## src/rtl/umips_muldiv_wb_if.sv

```systemverilog
// Handshake and register-file write-port bundle for the iterative mul/div unit.
// master = execute stage / pipeline side, slave = umips_muldiv_wb.
interface umips_muldiv_wb_if;
    logic        start;
    logic [1:0]  op;
    logic [31:0] a;
    logic [31:0] b;
    logic [4:0]  dst;
    logic        busy;
    logic        done;
    logic        pipe_we;
    logic [4:0]  pipe_a;
    logic [31:0] pipe_wd;
    logic        rf_we;
    logic [4:0]  rf_a;
    logic [31:0] rf_wd;

    modport master (
        output start, op, a, b, dst, pipe_we, pipe_a, pipe_wd,
        input  busy, done, rf_we, rf_a, rf_wd
    );

    modport slave (
        input  start, op, a, b, dst, pipe_we, pipe_a, pipe_wd,
        output busy, done, rf_we, rf_a, rf_wd
    );
endinterface

```

## src/rtl/umips_muldiv_wb.sv

```systemverilog
// Iterative 32-cycle multiply / restoring divide unit sharing the register-file write port.
// Define UMIPS_MULDIV_DIV_EN to include DIVU/REMU; otherwise divide requests are dropped.
//
// state | meaning
// IDLE  | waiting for an accepted start
// RUN   | one shift-add / restoring-divide iteration per cycle, 32 cycles
// WB    | result presented; retires on first cycle without a pipeline write
module umips_muldiv_wb (
    input logic             clk,
    input logic             rst,
    umips_muldiv_wb_if.slave bus
);
    typedef enum logic [1:0] {IDLE, RUN, WB} state_t;

    state_t      state;
    state_t      state_nx;
    logic [63:0] acc;
    logic [63:0] acc_nx;
    logic [63:0] mul_nx;
    logic [32:0] sum;
    logic [31:0] a_q;
    logic [31:0] shreg;
    logic [4:0]  dst_q;
    logic [5:0]  cnt;
    logic [31:0] result;
    logic        accept;
    logic        last_iter;
    logic        retire;
`ifdef UMIPS_MULDIV_DIV_EN
    logic [1:0]  op_q;
    logic [31:0] b_q;
    logic [32:0] rem_sh;
    logic [33:0] diff;
    logic [63:0] div_nx;
    logic        is_div;
    logic        op_div;
`endif

`ifdef UMIPS_MULDIV_DIV_EN
    assign op_div = (bus.op == 2'd1) || (bus.op == 2'd2);
    assign accept = bus.start && (state == IDLE);
    assign is_div = (op_q == 2'd1) || (op_q == 2'd2);
`else
    assign accept = bus.start && (state == IDLE) && !((bus.op == 2'd1) || (bus.op == 2'd2));
`endif

    assign last_iter = (cnt == 6'd31);

    // Multiply: multiplicand added into the upper half, product shifts down into the lower half.
    always_comb begin
        sum    = {1'b0, acc[63:32]} + {1'b0, (shreg[0] ? a_q : 32'd0)};
        mul_nx = {sum, acc[31:1]};
    end

`ifdef UMIPS_MULDIV_DIV_EN
    // Divide: remainder in acc[63:32], quotient in acc[31:0], dividend bits fed from shreg MSB.
    always_comb begin
        rem_sh = {acc[63:32], shreg[31]};
        diff   = {1'b0, rem_sh} - {2'b00, b_q};
        if (diff[33])
            div_nx = {rem_sh[31:0], acc[30:0], 1'b0};
        else
            div_nx = {diff[31:0], acc[30:0], 1'b1};
        acc_nx = is_div ? div_nx : mul_nx;
        case (op_q)
            2'd2:    result = acc[63:32];
            default: result = acc[31:0];
        endcase
    end
`else
    always_comb begin
        acc_nx = mul_nx;
        result = acc[31:0];
    end
`endif

    always_ff @(posedge clk or negedge rst) begin
        if (!rst) begin
            a_q   <= '0;
            shreg <= '0;
            dst_q <= '0;
            acc   <= '0;
            cnt   <= '0;
`ifdef UMIPS_MULDIV_DIV_EN
            b_q   <= '0;
            op_q  <= '0;
`endif
        end else if (accept) begin
            a_q   <= bus.a;
            dst_q <= bus.dst;
            acc   <= '0;
            cnt   <= '0;
`ifdef UMIPS_MULDIV_DIV_EN
            b_q   <= bus.b;
            op_q  <= bus.op;
            shreg <= op_div ? bus.a : bus.b;
`else
            shreg <= bus.b;
`endif
        end else if (state == RUN) begin
            cnt <= cnt + 6'd1;
            acc <= acc_nx;
`ifdef UMIPS_MULDIV_DIV_EN
            shreg <= is_div ? {shreg[30:0], 1'b0} : {1'b0, shreg[31:1]};
`else
            shreg <= {1'b0, shreg[31:1]};
`endif
        end
    end

    always_ff @(posedge clk or negedge rst) begin
        if (!rst) state <= IDLE;
        else      state <= state_nx;
    end

    always_comb begin
        state_nx = state;
        case (state)
            IDLE:    if (accept)    state_nx = RUN;
            RUN:     if (last_iter) state_nx = WB;
            WB:      if (retire)    state_nx = IDLE;
            default:                state_nx = IDLE;
        endcase
    end

    // Pipeline writeback always wins the port; a dst=0 result retires without writing.
    always_comb begin
        retire    = (state == WB) && ((dst_q == 5'd0) || !bus.pipe_we);
        bus.busy  = (state != IDLE);
        bus.done  = retire;
        bus.rf_we = bus.pipe_we;
        bus.rf_a  = bus.pipe_a;
        bus.rf_wd = bus.pipe_wd;
        if (!bus.pipe_we && (state == WB) && (dst_q != 5'd0)) begin
            bus.rf_we = 1'b1;
            bus.rf_a  = dst_q;
            bus.rf_wd = result;
        end
    end
endmodule

```

## src/flat_wrapper.sv

```systemverilog
// flat-port wrapper written by rule: the top's interface ports become plain ports
module umips_muldiv_wb_flat 
  (clk, rst, bus_start, bus_op, bus_a, bus_b, bus_dst, bus_pipe_we, bus_pipe_a, bus_pipe_wd, bus_busy, bus_done, bus_rf_we, bus_rf_a, bus_rf_wd);
  umips_muldiv_wb_if bus_i ();
  input logic clk;
  input logic rst;
  input wire logic [$bits(bus_i.start)-1:0] bus_start;
  input wire logic [$bits(bus_i.op)-1:0] bus_op;
  input wire logic [$bits(bus_i.a)-1:0] bus_a;
  input wire logic [$bits(bus_i.b)-1:0] bus_b;
  input wire logic [$bits(bus_i.dst)-1:0] bus_dst;
  input wire logic [$bits(bus_i.pipe_we)-1:0] bus_pipe_we;
  input wire logic [$bits(bus_i.pipe_a)-1:0] bus_pipe_a;
  input wire logic [$bits(bus_i.pipe_wd)-1:0] bus_pipe_wd;
  output wire logic [$bits(bus_i.busy)-1:0] bus_busy;
  output wire logic [$bits(bus_i.done)-1:0] bus_done;
  output wire logic [$bits(bus_i.rf_we)-1:0] bus_rf_we;
  output wire logic [$bits(bus_i.rf_a)-1:0] bus_rf_a;
  output wire logic [$bits(bus_i.rf_wd)-1:0] bus_rf_wd;
  assign bus_i.start = bus_start;
  assign bus_i.op = bus_op;
  assign bus_i.a = bus_a;
  assign bus_i.b = bus_b;
  assign bus_i.dst = bus_dst;
  assign bus_i.pipe_we = bus_pipe_we;
  assign bus_i.pipe_a = bus_pipe_a;
  assign bus_i.pipe_wd = bus_pipe_wd;
  assign bus_busy = bus_i.busy;
  assign bus_done = bus_i.done;
  assign bus_rf_we = bus_i.rf_we;
  assign bus_rf_a = bus_i.rf_a;
  assign bus_rf_wd = bus_i.rf_wd;
  umips_muldiv_wb u_core (.clk(clk), .rst(rst), .bus(bus_i));
endmodule
```

## config.mk

```make
export PLATFORM = sky130hd
export DESIGN_NAME = umips_muldiv_wb_flat
export DESIGN_NICKNAME = d
export VERILOG_FILES = /design/src/rtl/umips_muldiv_wb_if.sv /design/src/rtl/umips_muldiv_wb.sv /design/src/flat_wrapper.sv
export SDC_FILE = /design/constraint.sdc
export NUM_CORES = 1
export LEC_CHECK = 0
export ABC_AREA = 1
export CAP_MARGIN = 10
export CORE_MARGIN = 3
export CORE_UTILIZATION = 30
export DETAILED_ROUTE_END_ITERATION = 10
export PLACE_DENSITY = 0.49
export SETUP_SLACK_MARGIN = 0.15
export SLEW_MARGIN = 15
export SYNTH_ARGS = -nofsm -noshare
export SYNTH_HDL_FRONTEND = slang
export SYNTH_SLANG_ARGS = --single-unit
```

## constraint.sdc

```tcl
create_clock -name clk -period 2.4 [get_ports clk]
set_clock_uncertainty 0.1 [all_clocks]
set_input_delay 0.48 -clock clk [delete_from_list [all_inputs] [get_ports clk]]
set_output_delay 0.48 -clock clk [all_outputs]
set_load 0.02 [all_outputs]
```

# == After elaboration in Yosys (flattened, before gate mapping) ==
# Index checks and enable logic that the tools add are counted.
# classes
mux,14
n_eq_ne,8
add_sub_neg,2
reduce_logical,15
# ops
operator,n
two-way mux 32 bit,4
two-way mux 64 bit,2
adder 32 x 32 -> 33 bit,1
two-way mux 6 bit,2
"adder 6 x 1 -> 6 bit, second input constant",1
"equality test 6 x 5 -> 1 bit, second input constant",1
two-way mux 2 bit,3
case mux 2 bit (3 select lines),1
logical AND 1 bit,5
logical NOT 5 bit,1
two-way mux 5 bit,1
nonzero test 5 bit,1
"equality test 2 x 1 -> 1 bit, second input constant",2
"equality test 2 bit, second input constant",2
"!= test 2 x 1 -> 1 bit, second input constant",2
nonzero test 2 bit,2
AND reduction 3 bit,1
logical NOT 1 bit,2
logical NOT 2 bit,1
logical OR 1 bit,2
"!= test 2 bit, second input constant",1
two-way mux 1 bit,1
# word_totals
elab_cells,45
reg_bits,141
output_inout_bits,40
inputBits,112

# == Logic depth before layout (Yosys ltp) ==
# Gate-level depths: netlist of run 1.
# logic_depth
ltp_word,6
ltp_mapped,16
ltp_nobuf,15

# == Worst setup path before layout of run 1 ==
# OpenSTA, ideal clock, no wires.
# synth_timing
path_type,flip-flop to flip-flop
start,reg u_core.shreg[0]
end,reg u_core.acc[55]
setup_time_ns,0.118
stages_incl_launch_ff,16
n_path_buf,2
arrival_time_ns,1.997
period_less_slack_ns,2.215
path_slack_ns,0.185
t_required_ns,2.182
path_cell_list,dfrtp_1 > clkbuf_1 > clkbuf_1 > nand2_1 > inv_1 > fa_1 > nand3_1 > nand3_1 > nand2_1 > nand2_1 > nand2_1 > nand2_1 > nand2_1 > nand3_1 > nand3_1 > nand2_1
# synth_via
elab_chain_len,4
# synth_rtl
item,line,source
"start, declared",umips_muldiv_wb.sv:22,logic [31:0] shreg;
"start signal, assigned",umips_muldiv_wb.sv:98,shreg <= bus.b;
"start signal, assigned",umips_muldiv_wb.sv:106,"shreg <= {1'b0, shreg[31:1]};"
two-way mux 32 bit,umips_muldiv_wb.sv:51,"sum = {1'b0, acc[63:32]} + {1'b0, (shreg[0] ? a_q : 32'd0)};"
adder 32 x 32 -> 33 bit,umips_muldiv_wb.sv:51,
two-way mux 64 bit,umips_muldiv_wb.sv:100,end else if (state == RUN) begin
two-way mux 64 bit,umips_muldiv_wb.sv:88,end else if (accept) begin
"end signal, assigned",umips_muldiv_wb.sv:102,acc <= acc_nx;
"end, declared",umips_muldiv_wb.sv:17,logic [63:0] acc;
# Every way passes these cells. The select of a mux whose other input is x is not followed.
# A chain may end at the register's enable or synchronous reset.

# == Final worst setup path of run 1 ==
# layout_timing
start,reg u_core.dst_q[4]
end,out bus_rf_wd[20]
# layout_via
elab_chain_len,3
# layout_rtl
item,line,source
"start, declared",umips_muldiv_wb.sv:23,logic [4:0] dst_q;
"start signal, assigned",umips_muldiv_wb.sv:90,dst_q <= bus.dst;
nonzero test 5 bit,umips_muldiv_wb.sv:134,if (!bus.pipe_we && (state == WB) && (dst_q != 5'd0)) begin
logical AND 1 bit,umips_muldiv_wb.sv:134,
two-way mux 32 bit,umips_muldiv_wb.sv:134,
"end, declared",flat_wrapper.sv:19,output wire logic [$bits(bus_i.rf_wd)-1:0] bus_rf_wd;
# Every way passes these cells.

==> results.py, run 1 <==
metrics = {
    "cells_and_area": {
        "nFillCells": 2874,
        "nets": 1598,
        "drive_gt1_share_pct": 23.5,
        "regArea_mm2": 0.00353,
        "antenna_cells": 0,
        "multi_input_area_mm2": 0.00503,
        "fin_area_mm2": 0.0127,
        "finalCoreUtilization_pct": 45.2,
        "area_delta_synth_final_pct": 47.2,
    },
    "min_path": {
        "worstHoldStart": "u_core.a_q[18]",
        "hold_class": "register to register",
        "hold_end": "u_core.a_q[18]",
        "hold_depth": 2,
    },
    "clock_network": {
        "cts-root-buf": "clkbuf_16",
        "clock-sinks": 141,
        "cts_made_buffers": 17,
        "cts_tree": "done",
        "cts.clk_slew.worst_paths_ns": 0.07,
        "htreeDepth": 4,
        "clockBufferDepth": 2,
        "clock_latency_ns": 0.43,
    },
    "sta": {
        "fin_crit_ns": 2.40,
        "timing.slew.headroom_pct": 58.6,
        "rsz0062_at_grt": "true",
        "setup_violations": 1,
        "fin_tns_setup_ns": -0.00168,
        "finalCritPeriodShare_pct": 100,
        "clock.fmax_mhz": 416,
        "setup_ws_ns": -0.00168,
        "hold_violations": 0,
        "tightest_slew_ns": 0.621,
        "slew_violations": 0,
    },
    "synthesis": {
        "synthesis.area_mm2": 0.00861,
        "synth_edf_count": 0,
        "avgSynthCellArea_um2": 6.84,
        "syn-num-nets": 1404,
        "ys_types": 33,
        "ys_seq_area_share_pct": 41.0,
        "postSynth.asyncResetShare_pct": 100,
        "ys_ff_latch": 141,
        "synthCells": 1258,
        "ys_warn_count": 0,
        "ys.flop_type": "dfrtp_1",
    },
    "worst_setup_path": {
        "reg2regPathDepth": 12,
        "start_kind": "register",
        "worstSetupPathType": "register to output port",
        "reg2reg_slack_ns": 0.17,
        "crit_arrival_ns": 1.82,
        "r2r_end": "u_core.acc[51]",
        "end_kind": "output port",
        "r2r-start": "u_core.shreg[0]",
        "required_ns": 1.82,
        "crit_fanout": 13,
    },
    "status": {
        "violations": "setup timing",
        "status": "finished with violations",
    },
    "route": {
        "avgViaCountPerCell": 4.52,
        "ant_nets": 0,
        "route.detailed.drc": 0,
        "vias": 8329,
        "wirelength_um": 26900,
        "wl_per_cell_um": 14.6,
        "drt_iter0_markers": 440,
        "dr.pass1.iters": 5,
    },
    "power_and_ir_drop": {
        "pwr_density_cell_mw_per_mm2": 1130,
        "ir_worst_vdd_mv": 0.611,
        "power_uw": 14400,
        "p_leak_uw": 0.00639,
    },
    "placed_design": {
        "dp_slack_ns": -0.317,
        "hpwlAfterDp_um": 19500,
        "place_area_mm2": 0.0109,
        "port_buffers": 151,
        "routabilityCongestion": 0.836,
    },
    "floorplanning": {
        "die_w_um": 175,
        "core_area_mm2": 0.0280,
        "dieArea_mm2": 0.0308,
        "fp.dieH_um": 175,
        "ios": 152,
        "start_util_pct": 30.7,
        "num_rows": 61,
    },
    "run": {
        "maxCapViolCount": 0,
    },
    "grt": {
        "grtUsageTotal_pct": 17.2,
        "antenna_found_initial": 0,
        "grt_max_degree": 62,
        "grt_pass1_wl_um": 42700,
        "grt_pass1_vias": 8088,
        "grt_overflow": 0,
    },
}
routing by layer:
layer  wire length, um  track usage, %  up-vias
li1                  -               -     4309
met2             13000            28.5      131
met5                 0               0        -
met4               254            3.10        0
met3               873            2.83       17
met1             12800            24.0     3872
logic make-up after synthesis:
group / synth area share (%)
and+or+nand+nor: 30.1
DFF: 41.0
buffers and inverters: 12.1
xor gates and xnor gates: 0.814
AOI/OAI and AO/OA: 11.0
adders and majority gates: 5.03
repair_timing:
item | CTS | global route
cloned | 1 | 3
hold buffers | 1 | 0
endpoints found under the hold margin | 57 | 0
setup endpoints to repair | 63 | 64
buffers inserted | 4 | 4
pin swaps | 10 | 9
gates resized for setup | 276 | 258
final cells by class:
type	instances	area share [%]
Clock buffer	17	3.36
Clock inverter	15	1.37
Inverter	219	6.51
Multi-Input combinational cell	851	39.7
Sequential cell	141	27.8
Tap cell	378	3.73
Timing Repair Buffer	222	17.5
through the flow:
stage / hold slack [ns] / instances
2_1_floorplan: 0.0844 / 1258
3_3_place_gp: 0.356 / 1798
3_5_place_dp: 0.359 / 1798
4_1_cts: 0.377 / 1836
5_1_grt: 0.408 / 1843
6_report: 0.372 / 1843
worst max-delay path, stage by stage (launching register included):
cell and delay, ns:
dfrtp_1 0.39, nor3_2 0.19, nand3_2 0.13, nand3_4 0.16
buf_12 0.14, buf_16 0.15, o21ai_1 0.07, buf_4 0.16
worst max-delay path by stage:
stage	from	endpoint	slack (ns)
after floorplan	u_core.shreg[0]	u_core.acc[55]	0.19
after detailed placement	bus_pipe_we	bus_rf_wd[1]	-0.32
after global routing	u_core.dst_q[4]	bus_rf_we	-0.07
after global placement	bus_pipe_we	bus_rf_a[3]	-0.30
final	u_core.dst_q[4]	bus_rf_wd[20]	-0.002
after CTS	u_core.dst_q[4]	bus_rf_a[2]	-0.06
synthesized netlist by cell type, types with 2 or more instances:
cell        n  area, um^2
a21oi_1    30         150
a22o_1      3        26.3
buf_1       2        7.51
buf_2      18        90.1
buf_4       5        37.5
clkbuf_1   22        82.6
dfrtp_1   141        3530
ha_1       33         413
inv_1     214         803
inv_2       5        18.8
nand2_1   500        1880
nand3_1    80         400
nand3b_1    2        15.0
nand4_1     8        50.1
nor2_1     45         169
nor3_1      8        40.0
o21ai_0    78         390
o21ai_1    15        75.1
o21bai_1    3        22.5
o221ai_1   27         236
xnor2_1     7        61.3
state kept, by name (all words and copies together), names as in the netlist:
signal        cells
u_core.state      2
u_core.acc       64
u_core.a_q       32
u_core.cnt        6
u_core.shreg     32
u_core.dst_q      5
placed cells by master (no fill, tap or decap), drive strengths merged, types with 3 or more instances in the layout:
cell	n
xnor2	7
dfrtp	141
nand2	500
o21bai	3
a22o	3
o21ai	93
ha	33
nand4	8
a21oi	30
nand3	80
clkdlybuf4s50	110
clkbuf	19
nor3	9
nor2	46
clkinv	4
o221ai	27
inv	227
buf	108
report_power, final:
group / switching, uW / internal (uW) / total (uW) / leakage [uW]
logic: 4360 / 3170 / 7520 / 0.00432
registers: 673 / 3430 / 4110 / 0.00179
clock network: 1240 / 1490 / 2730 / 0.000290
total: 6270 / 8090 / 14400 / 0.00639
(Power assumes the default switching activity.)
==> run 2: changes to the inputs <==
--- a/config.mk
+++ b/config.mk
@@ -8,9 +8,10 @@
 export ABC_AREA = 1
 export CAP_MARGIN = 10
 export CORE_MARGIN = 3
-export CORE_UTILIZATION = 30
+export CORE_UTILIZATION = 49
 export DETAILED_ROUTE_END_ITERATION = 10
-export PLACE_DENSITY = 0.49
+export HOLD_SLACK_MARGIN = 0.03
+export PLACE_DENSITY = 0.75
 export SETUP_SLACK_MARGIN = 0.15
 export SLEW_MARGIN = 15
 export SYNTH_ARGS = -nofsm -noshare
==> run 2 against run 1 <==
  * The flow still finishes with violations (setup timing)
  * Register-to-register slack lost 0.35 ns
  * Worst hold slack barely moved
  * Sequential power grew 4%
  * Total power increased by 18%
  * Non-clock buffer count up 37
  * Die area shrank 38%
  * Sequential cell count did not move
  * Fmax fell by 7.1%
  * Cell count decreased by 6.6%
  * First-iteration DRC count grew to 2.5 times the previous value
  * Critical path type unchanged
==> results.py, run 2 (synthesized netlist as in run 1, its figures left out) <==
metrics = {
    "power_and_ir_drop": {
        "pwr_density_cell_mw_per_mm2": 1240,
        "p_leak_uw": 0.00703,
        "ir_worst_vdd_mv": 0.815,
    },
    "status": {
        "status": "finished with violations",
        "violations": "setup timing",
    },
    "cells_and_area": {
        "mostFrequentLayoutCells": "354 x nand2_1, 174 x inv_1, 140 x dfrtp_1",
        "area_delta_synth_final_pct": 58.9,
        "drive_gt1_share_pct": 33.4,
        "final_common_cell": "nand2_1",
        "nets": 1635,
        "largest_reg_flops": 64,
        "antenna_cells": 0,
        "largest-register": "u_core.acc",
        "largestRegisters": "u_core.acc (64), u_core.a_q (32), u_core.shreg (32)",
        "fin_cells": 1722,
    },
    "route": {
        "wl_per_cell_um": 19.9,
        "wirelength_um": 34200,
        "drt_iter0_markers": 1109,
        "vias": 9844,
        "dr.pass1.iters": 7,
        "avgViaCountPerCell": 5.72,
        "ant_nets": 0,
        "route.detailed.drc": 0,
    },
    "worst_setup_path": {
        "crit_fanout": 6,
        "worst_path_largest_cell_delay_ns": 0.40,
        "crit_arrival_ns": 2.01,
        "critPathTopFamily": "simple AND/OR/NAND/NOR gates",
        "critPathBufInv": 3,
        "worstSetupPathType": "register to output port",
        "start_kind": "register",
        "cp_slowest_cell": "dfrtp_1",
        "path_cells": "nor3_2 -> nand3_2 -> nand3_4 -> buf_12 -> clkbuf_16 -> nand2_2 -> o21ai_1 -> buf_4",
        "end_kind": "output port",
        "required_ns": 1.82,
        "reg2reg_slack_ns": -0.18,
    },
    "clock_network": {
        "cts-root-buf": "clkbuf_16",
        "clock-sinks": 141,
        "cts_tree": "done",
        "clockBufferDepth": 2,
        "cts_made_buffers": 17,
        "cts.clk_slew.worst_paths_ns": 0.07,
        "clock_latency_ns": 0.44,
        "htreeDepth": 4,
    },
    "floorplanning": {
        "ios": 152,
        "dieArea_mm2": 0.0192,
        "start_util_pct": 51.0,
        "num_rows": 47,
        "fp.dieH_um": 139,
        "core_area_mm2": 0.0169,
        "die_w_um": 139,
    },
    "grt": {
        "antenna_found_initial": 0,
        "grt_overflow": 0,
        "grt_max_degree": 51,
        "grt_pass1_wl_um": 40900,
        "grtUsageTotal_pct": 25.8,
        "grt_pass1_vias": 8340,
    },
    "placed_design": {
        "hpwlAfterDp_um": 17900,
        "routabilityCongestion": 0.967,
        "port_buffers": 151,
        "dp.cells": 1645,
    },
    "sta": {
        "slew_violations": 0,
        "whs_ns": 0.372,
        "setup_violations": 63,
        "hold_violations": 0,
        "clock.fmax_mhz": 387,
        "tightest_slew_ns": 0.689,
        "rsz0062_at_grt": "true",
        "finalCritPeriodShare_pct": 108,
        "fin_crit_ns": 2.59,
        "timing.slew.headroom_pct": 54.0,
        "setup_ws_ns": -0.186,
    },
    "min_path": {
        "hold_class": "register to register",
    },
    "run": {
        "maxCapViolCount": 0,
    },
}
[run 2: cell types whose count changed in the layout (fill, tap and decap cells not counted), sizes merged]
| cell | previous run | this run |
|---|---|---|
| inv | 227 | 225 |
| dlygate4sd2 | 0 | 1 |
| clkinvlp | 2 | 3 |
| clkbuf | 19 | 25 |
| buf | 108 | 140 |
| clkdlybuf4s15 | 1 | 0 |
[run 2: through the flow]
step | setup TNS, ns | worst slack (ns) | utilization (%) | total power (uW) | instance area [um^2]
after global placement | -10.27 | -0.293 | 63.7 | 9940 | 10700
after global routing | -10.35 | -0.263 | 81.1 | 17800 | 13700
after detailed placement | -11.24 | -0.345 | 63.7 | 10100 | 10700
final | -5.94 | -0.186 | 81.1 | 16900 | 13700
after CTS | -1.62 | -0.0868 | 68.6 | 13100 | 11600
after floorplan | 0 | 0.185 | - | 7920 | 8610
[run 2: where the power goes]
part / switching, uW / leakage [uW] / internal, uW
Sequential: 842 / 0.00179 / 3430
Combinational: 5860 / 0.00497 / 4100
Clock: 1200 / 0.000276 / 1470
[run 2: area by class of cell]
class | instances | area, um^2
multi-input combinational | 851 | 5750
sequential | 141 | 3530
fill | 950 | 3200
timing repair buffer | 259 | 2690
inverter | 219 | 857
clock buffer | 18 | 429
tap | 220 | 275
clock inverter | 14 | 155
[run 2: timing repair]
action	CTS	global route
hold buffers	1	0
cloned	2	10
buffers inserted	5	27
setup endpoints to repair	59	66
pin swaps	0	121
endpoints found under the hold margin	46	0
gates resized for setup	282	484
[run 2: final timing paths]
check,start,to,cells after the start
worst min-delay path,u_core.a_q[21],u_core.a_q[21],2
max in group asynchronous,rst,u_core.shreg[19],3
min in group asynchronous,rst,u_core.a_q[4],2
worst max register to register,u_core.shreg[0],u_core.acc[51],15
worst max-delay path,u_core.dst_q[0],bus_rf_wd[19],8
worst min register to register,u_core.a_q[21],u_core.a_q[21],2
[run 2: tightest hold or removal path: stages, from the launching register on]
cell and delay (ns):
dfrtp_1 0.34, nand2_1 0.05, nand2_1 0.05
[run 2: routing by layer]
layer  track usage, %  share of wire [%]  up-vias  routed length (um)
met5                0                  0        -                   0
met4             6.81                6.6        0                2250
met3             5.62                8.6      198                2950
met2             42.4                 48      651               16500
met1             35.0                 37     4582               12500
li1                 -                  -     4413                   -
==> run 3: changes to the inputs <==
--- a/config.mk
+++ b/config.mk
@@ -5,12 +5,12 @@
 export SDC_FILE = /design/constraint.sdc
 export NUM_CORES = 1
 export LEC_CHECK = 0
-export ABC_AREA = 1
 export CAP_MARGIN = 10
 export CORE_MARGIN = 3
-export CORE_UTILIZATION = 49
+export CORE_UTILIZATION = 48
 export DETAILED_ROUTE_END_ITERATION = 10
 export HOLD_SLACK_MARGIN = 0.03
+export MAX_ROUTING_LAYER = met4
 export PLACE_DENSITY = 0.75
 export SETUP_SLACK_MARGIN = 0.15
 export SLEW_MARGIN = 15
==> run 3 against run 2 <==
  * The run still ends with setup timing left
  * Register-to-register slack got worse by 0.30 ns
  * Worst hold slack got worse by 0.0038 ns
  * First-iteration DRC count shrank 52%
  * Combinational power shrank 29%
  * Global-route usage increased by 0.86 points
  * Fmax fell by 10%
  * Cell count is 20% lower
  * Critical path depth up 4
  * Core utilization decreased by 4.5 points
  * Critical endpoint is now u_core.acc[60]
  * Highest routed layer unchanged
==> results.py, run 3 <==
metrics = {
    "route": {
        "dr.pass1.iters": 5,
        "wl_per_cell_um": 18.1,
        "wirelength_um": 25000,
        "vias": 7681,
        "avgViaCountPerCell": 5.55,
        "route.detailed.drc": 0,
        "drt_iter0_markers": 530,
        "ant_nets": 0,
    },
    "synthesis": {
        "yosysTopAreaCell": "dfrtp_1",
        "ys.flop_type": "dfrtp_1",
        "synth_area_leaders": "dfrtp_1 45%, nand2_1 13%, mux2_2 5.3%",
        "postSynth.asyncResetShare_pct": 100,
        "ys_seq_area_share_pct": 45.1,
        "synth_top_area_share_pct": 45.1,
        "ys_types": 51,
        "yosysMostFrequentCell": "nand2_1",
        "syn-num-nets": 1046,
        "ys_warn_count": 0,
        "synthCells": 900,
        "synth_edf_count": 0,
        "synthesis.area_mm2": 0.00783,
        "ys_ff_latch": 141,
        "avgSynthCellArea_um2": 8.70,
        "synthTopCellsByCount": "271 x nand2_1, 141 x dfrtp_1, 72 x a21oi_1",
    },
    "sta": {
        "slew_violations": 0,
        "whs_ns": 0.368,
        "setup_ws_ns": -0.483,
        "rsz0062_at_grt": "true",
        "hold_violations": 0,
        "setup_violations": 64,
        "fin_crit_ns": 2.88,
        "timing.slew.headroom_pct": 73.4,
        "clock.fmax_mhz": 347,
        "fin_tns_setup_ns": -19.12,
        "tightest_slew_ns": 0.399,
        "finalCritPeriodShare_pct": 120,
    },
    "power_and_ir_drop": {
        "p_int_uw": 8790,
        "power.switching_uw": 5520,
        "ir_worst_vdd_mv": 0.730,
        "power_frac_clock_pct": 20.4,
        "switching_share_pct": 38.6,
        "pwr-share-seq_pct": 30.1,
        "pwr_density_cell_mw_per_mm2": 1170,
        "p_leak_uw": 0.00560,
        "comb_power_share_pct": 49.5,
        "power_uw": 14300,
    },
    "cells_and_area": {
        "area_delta_synth_final_pct": 55.8,
        "antenna_cells": 0,
        "finalCoreUtilization_pct": 76.5,
        "mostFrequentLayoutCells": "266 x nand2_1, 140 x dfrtp_1, 110 x clkdlybuf4s50_1",
        "largest_reg_flops": 64,
        "regArea_mm2": 0.00353,
        "nFillCells": 1010,
        "largestRegisters": "u_core.acc (64), u_core.a_q (32), u_core.shreg (32)",
        "largest-register": "u_core.acc",
        "nets": 1302,
        "final_common_cell": "nand2_1",
        "drive_gt1_share_pct": 29.7,
        "multi_input_area_mm2": 0.00473,
    },
    "worst_setup_path": {
        "worst_path_largest_cell_delay_ns": 0.43,
        "cp_slowest_cell": "dfrtp_2",
        "required_ns": 2.61,
        "crit_arrival_ns": 3.09,
        "critPathBufInv": 2,
        "critPathTopFamily": "compound AO/OA/AOI/OAI gates",
        "path_cells": "buf_12 -> buf_4 -> and2_4 -> ha_4 -> nand4_1 -> o211ai_1 -> a32oi_1 -> and3_4 -> a311o_1 -> o21ai_2 -> xnor2_1 -> o21ai_1",
        "end_kind": "register",
        "crit_fanout": 15,
        "start_kind": "register",
        "worstSetupPathType": "register to register",
    },
    "floorplanning": {
        "fp.dieH_um": 134,
        "die_w_um": 134,
        "num_rows": 46,
        "dieArea_mm2": 0.0179,
        "core_area_mm2": 0.0159,
        "ios": 152,
        "start_util_pct": 49.1,
    },
    "clock_network": {
        "htreeDepth": 4,
        "clockBufferDepth": 2,
        "cts_made_buffers": 17,
        "cts.clk_slew.worst_paths_ns": 0.06,
        "clock_latency_ns": 0.43,
        "cts_tree": "done",
        "cts-root-buf": "clkbuf_16",
        "clock-sinks": 141,
    },
    "min_path": {
        "hold_class": "register to register",
    },
    "grt": {
        "grtUsageTotal_pct": 26.7,
        "grt_max_degree": 65,
        "grt_overflow": 0,
        "antenna_found_initial": 0,
        "grt_pass1_vias": 7429,
        "grt_pass1_wl_um": 37800,
    },
    "placed_design": {
        "dp_slack_ns": -0.408,
        "routabilityCongestion": 0.891,
        "port_buffers": 151,
        "hpwlAfterDp_um": 13900,
    },
    "status": {
        "status": "finished with violations",
        "violations": "setup timing",
    },
    "run": {
        "maxCapViolCount": 0,
    },
}
[run 3: changes by cell type after synthesis, moves of 37 or more]
cell / change
a21oi_1: +42
inv_1: -203
mux2_2: +37
nand2_1: -229
nand3_1: -43
o21ai_0: -45
[run 3: cell families (layout without fill, tap and decap cells)]
logic type / after synthesis / in the layout / synth area share, %
AOI/OAI and AO/OA: 199 / 199 / 15.7
adders and majority gates: 34 / 34 / 5.53
and+or+nand+nor: 391 / 391 / 21.4
xor gates and xnor gates: 34 / 34 / 3.80
buffers and inverters: 64 / 333 / 3.18
DFF: 141 / 141 / 45.1
muxes: 37 / 37 / 5.32
[run 3: per-stage QoR]
stage	cell area [um^2]	std cells
final	12200	1385
after CTS	11700	1359
after global placement	10400	1301
after global routing	12200	1385
after detailed placement	10400	1301
after floorplan	8050	900
[run 3: worst paths after layout]
path	startpoint	slack, ns	depth (start not counted)	endpoint
min reg2reg	u_core.a_q[19]	0.37	2	u_core.a_q[19]
max	u_core.shreg[0]	-0.48	12	u_core.acc[60]
min	u_core.a_q[19]	0.37	2	u_core.a_q[19]
max reg2reg	u_core.shreg[0]	-0.48	12	u_core.acc[60]
max in group asynchronous	rst	1.18	3	u_core.a_q[17]
min in group asynchronous	rst	0.39	2	u_core.acc[15]
[run 3: power groups by stage]
stage	Clock (uW)	Combinational, uW	Sequential, uW
floorplan	0	3940	4020
detailed placement	0	5910	4210
global route	3050	7760	4420
finish	2920	7080	4310
CTS	2930	6480	4240
global placement	0	5740	4180
[run 3: final cells by class]
type	count	area share, %
Clock buffer	19	3.55
Multi-Input combinational cell	695	38.8
Tap cell	216	2.21
Inverter	11	0.338
Sequential cell	141	28.9
Timing Repair Buffer	290	24.5
Clock inverter	13	1.74
[run 3: worst register-to-register path: stages, from the launching register on]
cell	delay (ns)
dfrtp_2	0.43
buf_12	0.16
buf_4	0.15
and2_4	0.13
ha_4	0.27
nand4_1	0.13
o211ai_1	0.30
a32oi_1	0.17
and3_4	0.23
a311o_1	0.31
o21ai_2	0.14
xnor2_1	0.15
o21ai_1	0.08
[run 3: repair_timing]
| item | 4_1_cts | 5_1_grt |
|---|---|---|
| gates cloned | 7 | 0 |
| gates resized for setup | 272 | 79 |
| pin swaps | 22 | 25 |
| buffers inserted | 18 | 26 |
| endpoints found under the setup margin | 68 | 68 |
| hold buffers | 1 | 0 |
| endpoints found under the hold margin | 29 | 0 |
[run 3: routing by layer]
layer / track usage, % / vias to the layer above / routed length [um]
met3: 4.53 / 43 / 1300
met2: 44.1 / 271 / 13000
met1: 34.3 / 3761 / 10300
li1: - / 3606 / -
met4: 6.91 / 0 / 458
met5: - / - / 0
